--- config.mk ---
export PLATFORM = sky130hd
export DESIGN_NAME = bch_berlekamp_sched
export DESIGN_NICKNAME = d
export VERILOG_FILES = /design/src/rtl/bch_berlekamp_sched.sv
export SDC_FILE = /design/constraint.sdc
export NUM_CORES = 1
export LEC_CHECK = 0
export BUFFER_PORTS_ARGS = -buffer_cell sky130_fd_sc_hd__buf_2
export CAP_MARGIN = 0
export CORE_AREA = 2 2 313 315
export DETAILED_ROUTE_END_ITERATION = 8
export DIE_AREA = 0 0 315 317
export SLEW_MARGIN = 20
export SYNTH_ARGS = -nofsm -noshare
export SYNTH_HDL_FRONTEND = slang
export SYNTH_SLANG_ARGS = --single-unit
--- constraint.sdc ---
create_clock -name iclk -period 2.29 [get_ports iclk]
set_clock_uncertainty 0.05 [all_clocks]
set_input_delay 0.458 -clock iclk [delete_from_list [all_inputs] [get_ports iclk]]
set_output_delay 0.458 -clock iclk [all_outputs]
set_load 0.03 [all_outputs]
--- src/rtl/bch_berlekamp_sched.sv ---
// Shares one Berlekamp (SiBM) core among NCH syndrome channels: per-channel one-entry
// buffers, round-robin issue, watchdog on the core result, channel-tagged forwarding.
module bch_berlekamp_sched #(
    parameter int unsigned NCH     = 4,
    parameter int unsigned M       = 8,
    parameter int unsigned T       = 8,
    parameter int unsigned PTR_W   = 4,
    parameter int unsigned TIMEOUT = 64
) (
    input  logic                       iclk,
    input  logic                       ireset,
    input  logic [NCH-1:0]             isyn_val,
    input  logic [NCH*2*T*M-1:0]       isyn,
    output logic [NCH-1:0]             osyn_rdy,
    output logic                       osib_syndrome_val,
    output logic [2*T*M-1:0]           osib_syndrome,
    input  logic                       isib_loc_poly_val,
    input  logic [(T+1)*M-1:0]         isib_loc_poly,
    input  logic [PTR_W-1:0]           isib_loc_poly_ptr,
    input  logic                       isib_failed,
    output logic                       oloc_poly_val,
    output logic [(T+1)*M-1:0]         oloc_poly,
    output logic [PTR_W-1:0]           oloc_poly_ptr,
    output logic                       oloc_failed,
    output logic [$clog2(NCH)-1:0]     oloc_chan,
    output logic [7:0]                 otimeout_cnt
);

    localparam int unsigned SYN_W  = 2 * T * M;
    localparam int unsigned POLY_W = (T + 1) * M;
    localparam int unsigned CH_W   = $clog2(NCH);
    localparam int unsigned WD_W   = $clog2(TIMEOUT);

    localparam logic [1:0] IDLE  = 2'd0;
    localparam logic [1:0] ISSUE = 2'd1;
    localparam logic [1:0] WAIT  = 2'd2;
    localparam logic [1:0] DONE  = 2'd3;

    logic [1:0]        state_q, state_d;
    logic [CH_W-1:0]   sel_q, sel_d;
    logic [CH_W-1:0]   rr_q, rr_d;
    logic [WD_W-1:0]   wd_q, wd_d;
    logic [NCH-1:0]    full_q, full_d;
    logic [SYN_W-1:0]  buf_q [NCH];
    logic [SYN_W-1:0]  buf_d [NCH];
    logic              syn_val_q, syn_val_d;
    logic [SYN_W-1:0]  syn_q, syn_d;
    logic              lp_val_q, lp_val_d;
    logic [POLY_W-1:0] lp_q, lp_d;
    logic [PTR_W-1:0]  ptr_q, ptr_d;
    logic              fail_q, fail_d;
    logic [CH_W-1:0]   chan_q, chan_d;
    logic [7:0]        tocnt_q, tocnt_d;

    logic              arb_found;
    logic [CH_W-1:0]   arb_sel;

    function automatic logic [CH_W-1:0] wrap_add(input logic [CH_W-1:0] base,
                                                 input int unsigned off);
        int unsigned s;
        s = 32'(base) + off;
        if (s >= NCH) s = s - NCH;
        return CH_W'(s);
    endfunction

    // Round-robin pick: scanning downward lets the entry nearest rr_q+1 win.
    always_comb begin
        arb_found = 1'b0;
        arb_sel   = '0;
        for (int unsigned i = NCH; i >= 1; i--) begin
            if (full_q[wrap_add(rr_q, i)]) begin
                arb_found = 1'b1;
                arb_sel   = wrap_add(rr_q, i);
            end
        end
    end

    always_comb begin
        state_d   = state_q;
        sel_d     = sel_q;
        rr_d      = rr_q;
        wd_d      = wd_q;
        full_d    = full_q;
        buf_d     = buf_q;
        syn_val_d = 1'b0;
        syn_d     = syn_q;
        lp_val_d  = 1'b0;
        lp_d      = lp_q;
        ptr_d     = ptr_q;
        fail_d    = fail_q;
        chan_d    = chan_q;
        tocnt_d   = tocnt_q;

        for (int unsigned c = 0; c < NCH; c++) begin
            if (isyn_val[c] && !full_q[c]) begin
                full_d[c] = 1'b1;
                buf_d[c]  = isyn[c*SYN_W +: SYN_W];
            end
        end

        case (state_q)
            IDLE: begin
                if (arb_found) begin
                    sel_d     = arb_sel;
                    rr_d      = arb_sel;
                    syn_val_d = 1'b1;
                    syn_d     = buf_q[arb_sel];
                    state_d   = ISSUE;
                end
            end
            ISSUE: begin
                full_d[sel_q] = 1'b0;
                wd_d          = '0;
                state_d       = WAIT;
            end
            WAIT: begin
                // A result in the final watchdog cycle still beats the timeout.
                if (isib_loc_poly_val) begin
                    lp_val_d = 1'b1;
                    lp_d     = isib_loc_poly;
                    ptr_d    = isib_loc_poly_ptr;
                    fail_d   = isib_failed;
                    chan_d   = sel_q;
                    state_d  = DONE;
                end else if (wd_q == WD_W'(TIMEOUT - 1)) begin
                    lp_val_d = 1'b1;
                    lp_d     = '0;
                    ptr_d    = '0;
                    fail_d   = 1'b1;
                    chan_d   = sel_q;
                    if (tocnt_q != 8'hFF) tocnt_d = tocnt_q + 8'd1;
                    state_d  = DONE;
                end else begin
                    wd_d = wd_q + WD_W'(1);
                end
            end
            DONE: begin
                state_d = IDLE;
            end
            default: begin
                state_d = IDLE;
            end
        endcase
    end

    always_ff @(posedge iclk or negedge ireset) begin
        if (!ireset) begin
            state_q   <= IDLE;
            sel_q     <= '0;
            rr_q      <= CH_W'(NCH - 1);
            wd_q      <= '0;
            full_q    <= '0;
            for (int unsigned c = 0; c < NCH; c++) buf_q[c] <= '0;
            syn_val_q <= 1'b0;
            syn_q     <= '0;
            lp_val_q  <= 1'b0;
            lp_q      <= '0;
            ptr_q     <= '0;
            fail_q    <= 1'b0;
            chan_q    <= '0;
            tocnt_q   <= '0;
        end else begin
            state_q   <= state_d;
            sel_q     <= sel_d;
            rr_q      <= rr_d;
            wd_q      <= wd_d;
            full_q    <= full_d;
            for (int unsigned c = 0; c < NCH; c++) buf_q[c] <= buf_d[c];
            syn_val_q <= syn_val_d;
            syn_q     <= syn_d;
            lp_val_q  <= lp_val_d;
            lp_q      <= lp_d;
            ptr_q     <= ptr_d;
            fail_q    <= fail_d;
            chan_q    <= chan_d;
            tocnt_q   <= tocnt_d;
        end
    end

    assign osyn_rdy          = ~full_q;
    assign osib_syndrome_val = syn_val_q;
    assign osib_syndrome     = syn_q;
    assign oloc_poly_val     = lp_val_q;
    assign oloc_poly         = lp_q;
    assign oloc_poly_ptr     = ptr_q;
    assign oloc_failed       = fail_q;
    assign oloc_chan         = chan_q;
    assign otimeout_cnt      = tocnt_q;

endmodule

Word-level counts from Yosys, hierarchy flattened
Index checks and enable logic that the tools add are counted.
{ "classes": {"n_addsub": 10, "n_lt_le_gt_ge": 11, "eq_ne": 9, "mux": 50, "bitwise": 5, "reduce_logical": 17} }
{ "ops": {"columns": ["cell", "count"], "rows": [
  ["128-bit binary-select mux with 2-bit select", 1],
  ["128-bit 2-to-1 mux", 2],
  ["72-bit 2-to-1 mux", 2],
  ["2-bit 2-to-1 mux", 13],
  ["1-bit 2-to-1 mux", 20],
  ["2-bit by 3-bit < comparator with 1-bit output, second input constant", 5],
  ["3-bit >= comparator, second input constant", 4],
  ["4-bit 2-to-1 mux", 3],
  ["6-bit 2-to-1 mux", 2],
  ["6-bit case mux with 2 select lines", 1],
  ["8-bit by 1-bit adder with 8-bit output, second input constant", 1],
  ["1-bit binary-select mux with 2-bit select", 4],
  ["8-bit inequality test, second input constant", 1],
  ["4-bit NOT", 2],
  ["2-bit case mux with 4 select lines", 1],
  ["2-bit by 1-bit subtractor with 2-bit output, second input constant", 4],
  ["2-bit by 2-bit adder with 3-bit output, second input constant", 2],
  ["6-bit by 1-bit adder with 6-bit output, second input constant", 1],
  ["6-bit == test, second input constant", 1],
  ["2-bit inequality test, second input constant", 3],
  ["2-bit AND reduction", 3],
  ["1-bit logical AND", 5],
  ["2-bit by 3-bit adder with 4-bit output, second input constant", 1],
  ["4-bit AND", 1],
  ["other kinds (14)", 19]
]} }
{ "totals": {"ff_bits": 745, "in_bits": 596, "output_inout_bits": 221, "word_cells": 119} }

Longest topological paths before layout
{ "depth": {"word_depth": 13, "mapped_depth": 9, "mapped_depth_nobuf": 7} }

Worst setup path before layout
No wires, ideal clock.
{ "synth_path": {"path_type": "register to register", "startpoint": "register full_q[1]", "endpoint": "register syn_q[107] (netlist: osib_syndrome[107])", "setup_ns": 0.133, "t_arrival_ns": 1.813, "required_ns": 2.107, "setup_slack_ns": 0.294, "stages_incl_launch_ff": 9, "n_path_buf": 3, "period_less_slack_ns": 1.996, "cell_sequence": "dfrtp_1 -> inv_1 -> o21ai_1 -> a221oi_2 -> buf_6 -> buf_12 -> buf_12 -> mux2i_1 -> o221ai_2"} }
{ "synth_via": {"elab_chain_cells": 10, "elab_cells_between_ends": 21, "cone_classes": "mux: 19; bitwise: 1; reduce/logical: 1"} }
{ "synth_rtl": {"columns": ["element", "line_no", "text"], "rows": [
  ["start, declared", "43", "logic [NCH-1:0] full_q, full_d;"],
  ["start signal, assigned", "167", "full_q <= full_d;"],
  ["1-bit binary-select mux with 2-bit select", "71", "if (full_q[wrap_add(rr_q, i)]) begin"],
  ["1-bit 2-to-1 mux (not written as such)", "71", null],
  ["2-bit 2-to-1 mux (4 in series)", "71", null],
  ["2-bit NOT with 3-bit output (not written as such)", "107", "syn_d = buf_q[arb_sel];"],
  ["128-bit binary-select mux with 2-bit select", "107", null],
  ["128-bit 2-to-1 mux (not written as such) (2 in series)", "107", null],
  ["end signal, assigned", "170", "syn_q <= syn_d;"],
  ["end, declared", "47", "logic [SYN_W-1:0] syn_q, syn_d;"]
]} }
Several ways; a longest one is shown, not always the timed one. The select of a mux whose other input is x is not followed.
A chain may end at the register's enable or synchronous reset.

Worst setup path after layout
{ "layout_path": {"startpoint": "register full_q[1]", "endpoint": "register syn_q[4] (netlist: osib_syndrome[4])"} }
The elaborated chain is that of the path after synthesis.

==> metrics list <==
* Run status: finished, final reports clean
* Sw power: 26.5 mW
- Detailed placement ended at an HPWL of 71700 um.
- The synthesized-area fraction occupied by ao, oa, aoi and oai cells was 0.0825.
- The first detailed-routing pass ran for 5 iterations.
* Slowest CP cell: sky130_fd_sc_hd__dfrtp_2
- Number of vias per cell: 4.87
- First-pass GRT wire length: 159000 um
- After synthesis the netlist holds a flip-flop and latch count of 745.
* Total power consumption of the routed design: 70.2 mW
- Count of flip-flops with a built-in enable after synthesis: 0
- Top Family by Delay on Critical Path: compound AO/OA/AOI/OAI gates
* Register area: 18600 um2
* Kind of end point of the critical path: flop
* Top-level port count: 817
- At the placement stage, the worst setup path has a slack of -32.1 ps.
- In this run the tightest slew margin relative to its limit is 0.583.
- Setup violations remaining at the end of the flow were counted as 0.
* Die outline area: 99900 um2
- Of the total power, the share spent switching nets is 0.378.
- Of the total synthesized cell area, the portion taken by AND, OR, NAND and NOR gates is 0.0239.
* Internal cell power: 43.7 mW
- For the pin with the worst max-slew slack, the measured transition is 625 ps.
- Share of total power in sequential cells: 0.338
- Fraction of synthesized cell area taken by the top area cell type: 0.586
- Of the total synthesized cell area, the portion taken by XOR and XNOR cells is 0.00276.
- Yosys mapped the design onto 48 distinct sky130hd cell types.
- Antenna violations before repair: 12
* Number of global-route vias before repair: 26200
- The tool flagged a number of max-cap violations equal to 0.
* Area after DPL: 37900 um2
* Detail Route Antenna Nets: 0
- Fill cell count: 8287
- Total area of multi-input combinational cells: 12100 um2
- Routed via count: 24000
- Mux cell area share after synthesis: 0.263
- In the final routed layout, each cell accounts on average for 21.8 um.
- Worst-path maximum fanout: 14
* Setup repair after global routing missed its margin: false
- Highest clock rate: 455 MHz
- Total non-filler cell area in the finished layout: 47200 um2
- For this design the static power due to leakage is 22.2 nW.
- Synthesized Nets: 2702
- Die height: 317 um
- Combinational family with the most area after synthesis: multiplexers
- Clock root buffer: sky130_fd_sc_hd__clkbuf_16
- Share of the clock period used by the worst path: 0.959
- Global-route usage over all layers: 0.208
* Adder-cell share of the synthesized area: 0.00197
- Ordered list of cells on the worst path: nor2_2, o21ai_1, a221oi_4, buf_12, buf_16, buf_4, mux2i_1, o221ai_1
- Maximum vdd drop: 1030 uV
- CTS built an H-tree with a depth of 3.
* Required time at the endpoint of the critical path: 2760 ps
* Number of synthesis warnings: 0
- Dominant register cell in the synthesized netlist: sky130_fd_sc_hd__dfrtp_1
- After clock tree synthesis, the clock-pin slew on the worst setup and hold paths is 60 ps.
- The share of total power dissipated in the clock network is 0.201.
- After the last flow step, the layout net total stands at 4179.
- Share of synthesized registers carrying an async set or reset: 1.00
- DIE WIDTH: 315 um
- For this design, the sink count on the clock tree is 745.
- Synthesized cell area: 31700 um2
* Critical setup path kind: flop to flop
- Data arrival time at the worst-slack endpoint: 2660 ps
- A synthesized cell averages 15.1 um2.
- The commonest cells after synthesis are sky130_fd_sc_hd__dfrtp_1, sky130_fd_sc_hd__mux2_2, sky130_fd_sc_hd__mux2i_1, sky130_fd_sc_hd__nand2_1, sky130_fd_sc_hd__o221ai_2.
- Synthesis produced 2101 cells.
- The count of buffers added on input and output ports is 816.
* Seq/Total Area, Yosys: 0.588
- Clock latency reported for the late side of the worst-skew pair: 650 ps
- Entering global routing, the biggest net connects 91 pins.
- The share of total power dissipated in combinational logic is 0.460.
* Startpoint class of the critical path: flop
* Post-route core utilization: 0.490
- By area the synthesized netlist is led by sky130_fd_sc_hd__dfrtp_1, sky130_fd_sc_hd__mux2_2, sky130_fd_sc_hd__mux2i_1.
- Summed over all instances, the cell type with the most area after synthesis is sky130_fd_sc_hd__dfrtp_1.
- Row generation in the floorplan step produced 114 rows.
- The worst path meets setup with 94.5 ps of slack.
- Power spread over the standard cell area amounts to 1490 nW/um2.
- No sink is reached through more buffers than the 3 on the longest clock path.
- The worst path needs 2200 ps of the cycle, external delays included.
- Counting tap cells, the placed design contains a total of 4167 instances.
- Fraction of final layout cells with drive strength greater than 1: 0.480
- The number of hold-slack violations in the final timing report was 0.
- Core region area: 96300 um2
- Together, buffers and inverters on the worst path number 3.
- Summed over all layers, the global routing overflow is 0.
- Starting utilization of the core area: 0.330
- For this block, the routed nets add up to 108000 um of wire.
* Count of non-filler cells in the finished layout: 4937
- Area grow syn2layout: 48.7%
- TritonCTS clock tree: built
- Cts bufs inserted: 84
- GPL Wtd Cong: 0.858
- On the worst path, the slowest cell contributes a delay of 440 ps.
* Most frequently used cell type in the post-synthesis netlist: sky130_fd_sc_hd__dfrtp_1
- In this run the worst hold path is classified as primary input to flop.
- The final number of max-transition violations was 0.
- For this run, design rule violations remaining after detail routing come to 0.
* DRC marker count from the first detailed-route iteration: 1260
-- cells by family (layout without fill, tap and decap cells) --
logic type / Yosys count / in the layout
muxes: 770 / 770
buffers and inverters: 160 / 1707
AOI/OAI and AO/OA: 226 / 226
adders and majority gates: 5 / 5
and+or+nand+nor: 185 / 185
xor gates and xnor gates: 10 / 10
other: 0 / 13
DFF: 745 / 745
-- layout make-up --
class	count	share of cell area
diodes	13	0.000690
well taps	1276	0.0338
inverters	12	0.000955
clock buffers	127	0.0540
clock inverters	29	0.00761
multi-input cells	1196	0.256
flip-flops and latches	745	0.395
repair buffers	1539	0.252
-- power by group through the flow --
stage	clock (mW)	sequential (mW)	combinational (mW)
global route	15.0	24.5	34.4
CTS	14.4	23.6	31.2
detailed placement	0	23.7	30.0
finish	14.1	23.7	32.3
floorplan	0	25.8	19.4
global placement	0	23.8	29.4
-- final timing paths --
path / slack (ps) / startpoint / cells after the start / to
worst min-delay path: 50 / isyn[242] / 2 / buf_q[370]$_DFFE_PN0P_
min in group asynchronous: 300 / ireset / 2 / buf_q[209]$_DFFE_PN0P_
worst max-delay path: 90 / full_q[1]$_DFF_PN0_ / 8 / osib_syndrome[4]$_DFFE_PN0P_
max in group asynchronous: 1000 / ireset / 4 / buf_q[358]$_DFFE_PN0P_
worst min register to register: 430 / osib_syndrome[125]$_DFFE_PN0P_ / 2 / osib_syndrome[125]$_DFFE_PN0P_
worst max register to register: 90 / full_q[1]$_DFF_PN0_ / 8 / osib_syndrome[4]$_DFFE_PN0P_
-- worst reg2reg max path, cell delays in order (launching register included) --
cell	delay, ps
sky130_fd_sc_hd__dfrtp_2	440
sky130_fd_sc_hd__nor2_2	120
sky130_fd_sc_hd__o21ai_1	100
sky130_fd_sc_hd__a221oi_4	340
sky130_fd_sc_hd__buf_12	200
sky130_fd_sc_hd__buf_16	180
sky130_fd_sc_hd__buf_4	180
sky130_fd_sc_hd__mux2i_1	310
sky130_fd_sc_hd__o221ai_1	150
-- stage by stage --
step	TNS, ps	hold WS, ps
6_report	0	50.0
5_1_grt	0	12.4
4_1_cts	0	1.50
3_5_place_dp	-41.2	363
3_3_place_gp	-2.78	362
2_1_floorplan	0	112
-- state kept, by name, summed over array words and instances, names as in the netlist --
register / cells
oloc_poly_ptr: 4
osib_syndrome_val: 1
oloc_chan: 2
oloc_failed: 1
state_q: 2
full_q: 4
wd_q: 6
rr_q: 2
otimeout_cnt: 8
oloc_poly_val: 1
osib_syndrome: 128
oloc_poly: 72
sel_q: 2
buf_q: 512
-- timing repair --
item | 4_1_cts | 5_1_grt
gates resized for setup | 1 | 39
hold buffers | 588 | 1
endpoints found under the setup margin | 3 | 62
pin swaps | 1 | 1
gates cloned | 1 | 5
hold endpoints to repair | 615 | 1
buffers inserted | 1 | 5
-- cells in the final DEF (no fill, tap or decap), drive strengths merged, types with 2 or more instances in the layout --
master	count
xor2	6
clkinvlp	2
nand2	150
o21ai	5
buf	945
dlygate4sd3	589
mux2i	257
a22o	76
o22a	3
and3	3
ha	5
diode	13
o221ai	128
dfrtp	743
nand3	5
clkinv	15
nand2b	2
clkbuf	132
nor2b	4
nor3	2
mux2	513
nand4	3
and2	2
bufinv	7
a31oi	2
inv	17
dfstp	2
a21oi	5
xnor2	4
nor2	10
-- layer usage --
layer | vias to the layer above | wire [um] | track usage
li1 | 10700 | - | -
met1 | 12200 | 44200 | 0.256
met2 | 834 | 53800 | 0.355
met3 | 241 | 5640 | 0.0420
met4 | 2 | 4060 | 0.0859
met5 | - | 13 | 0
No activity file was read; power rests on OpenSTA's default activity.
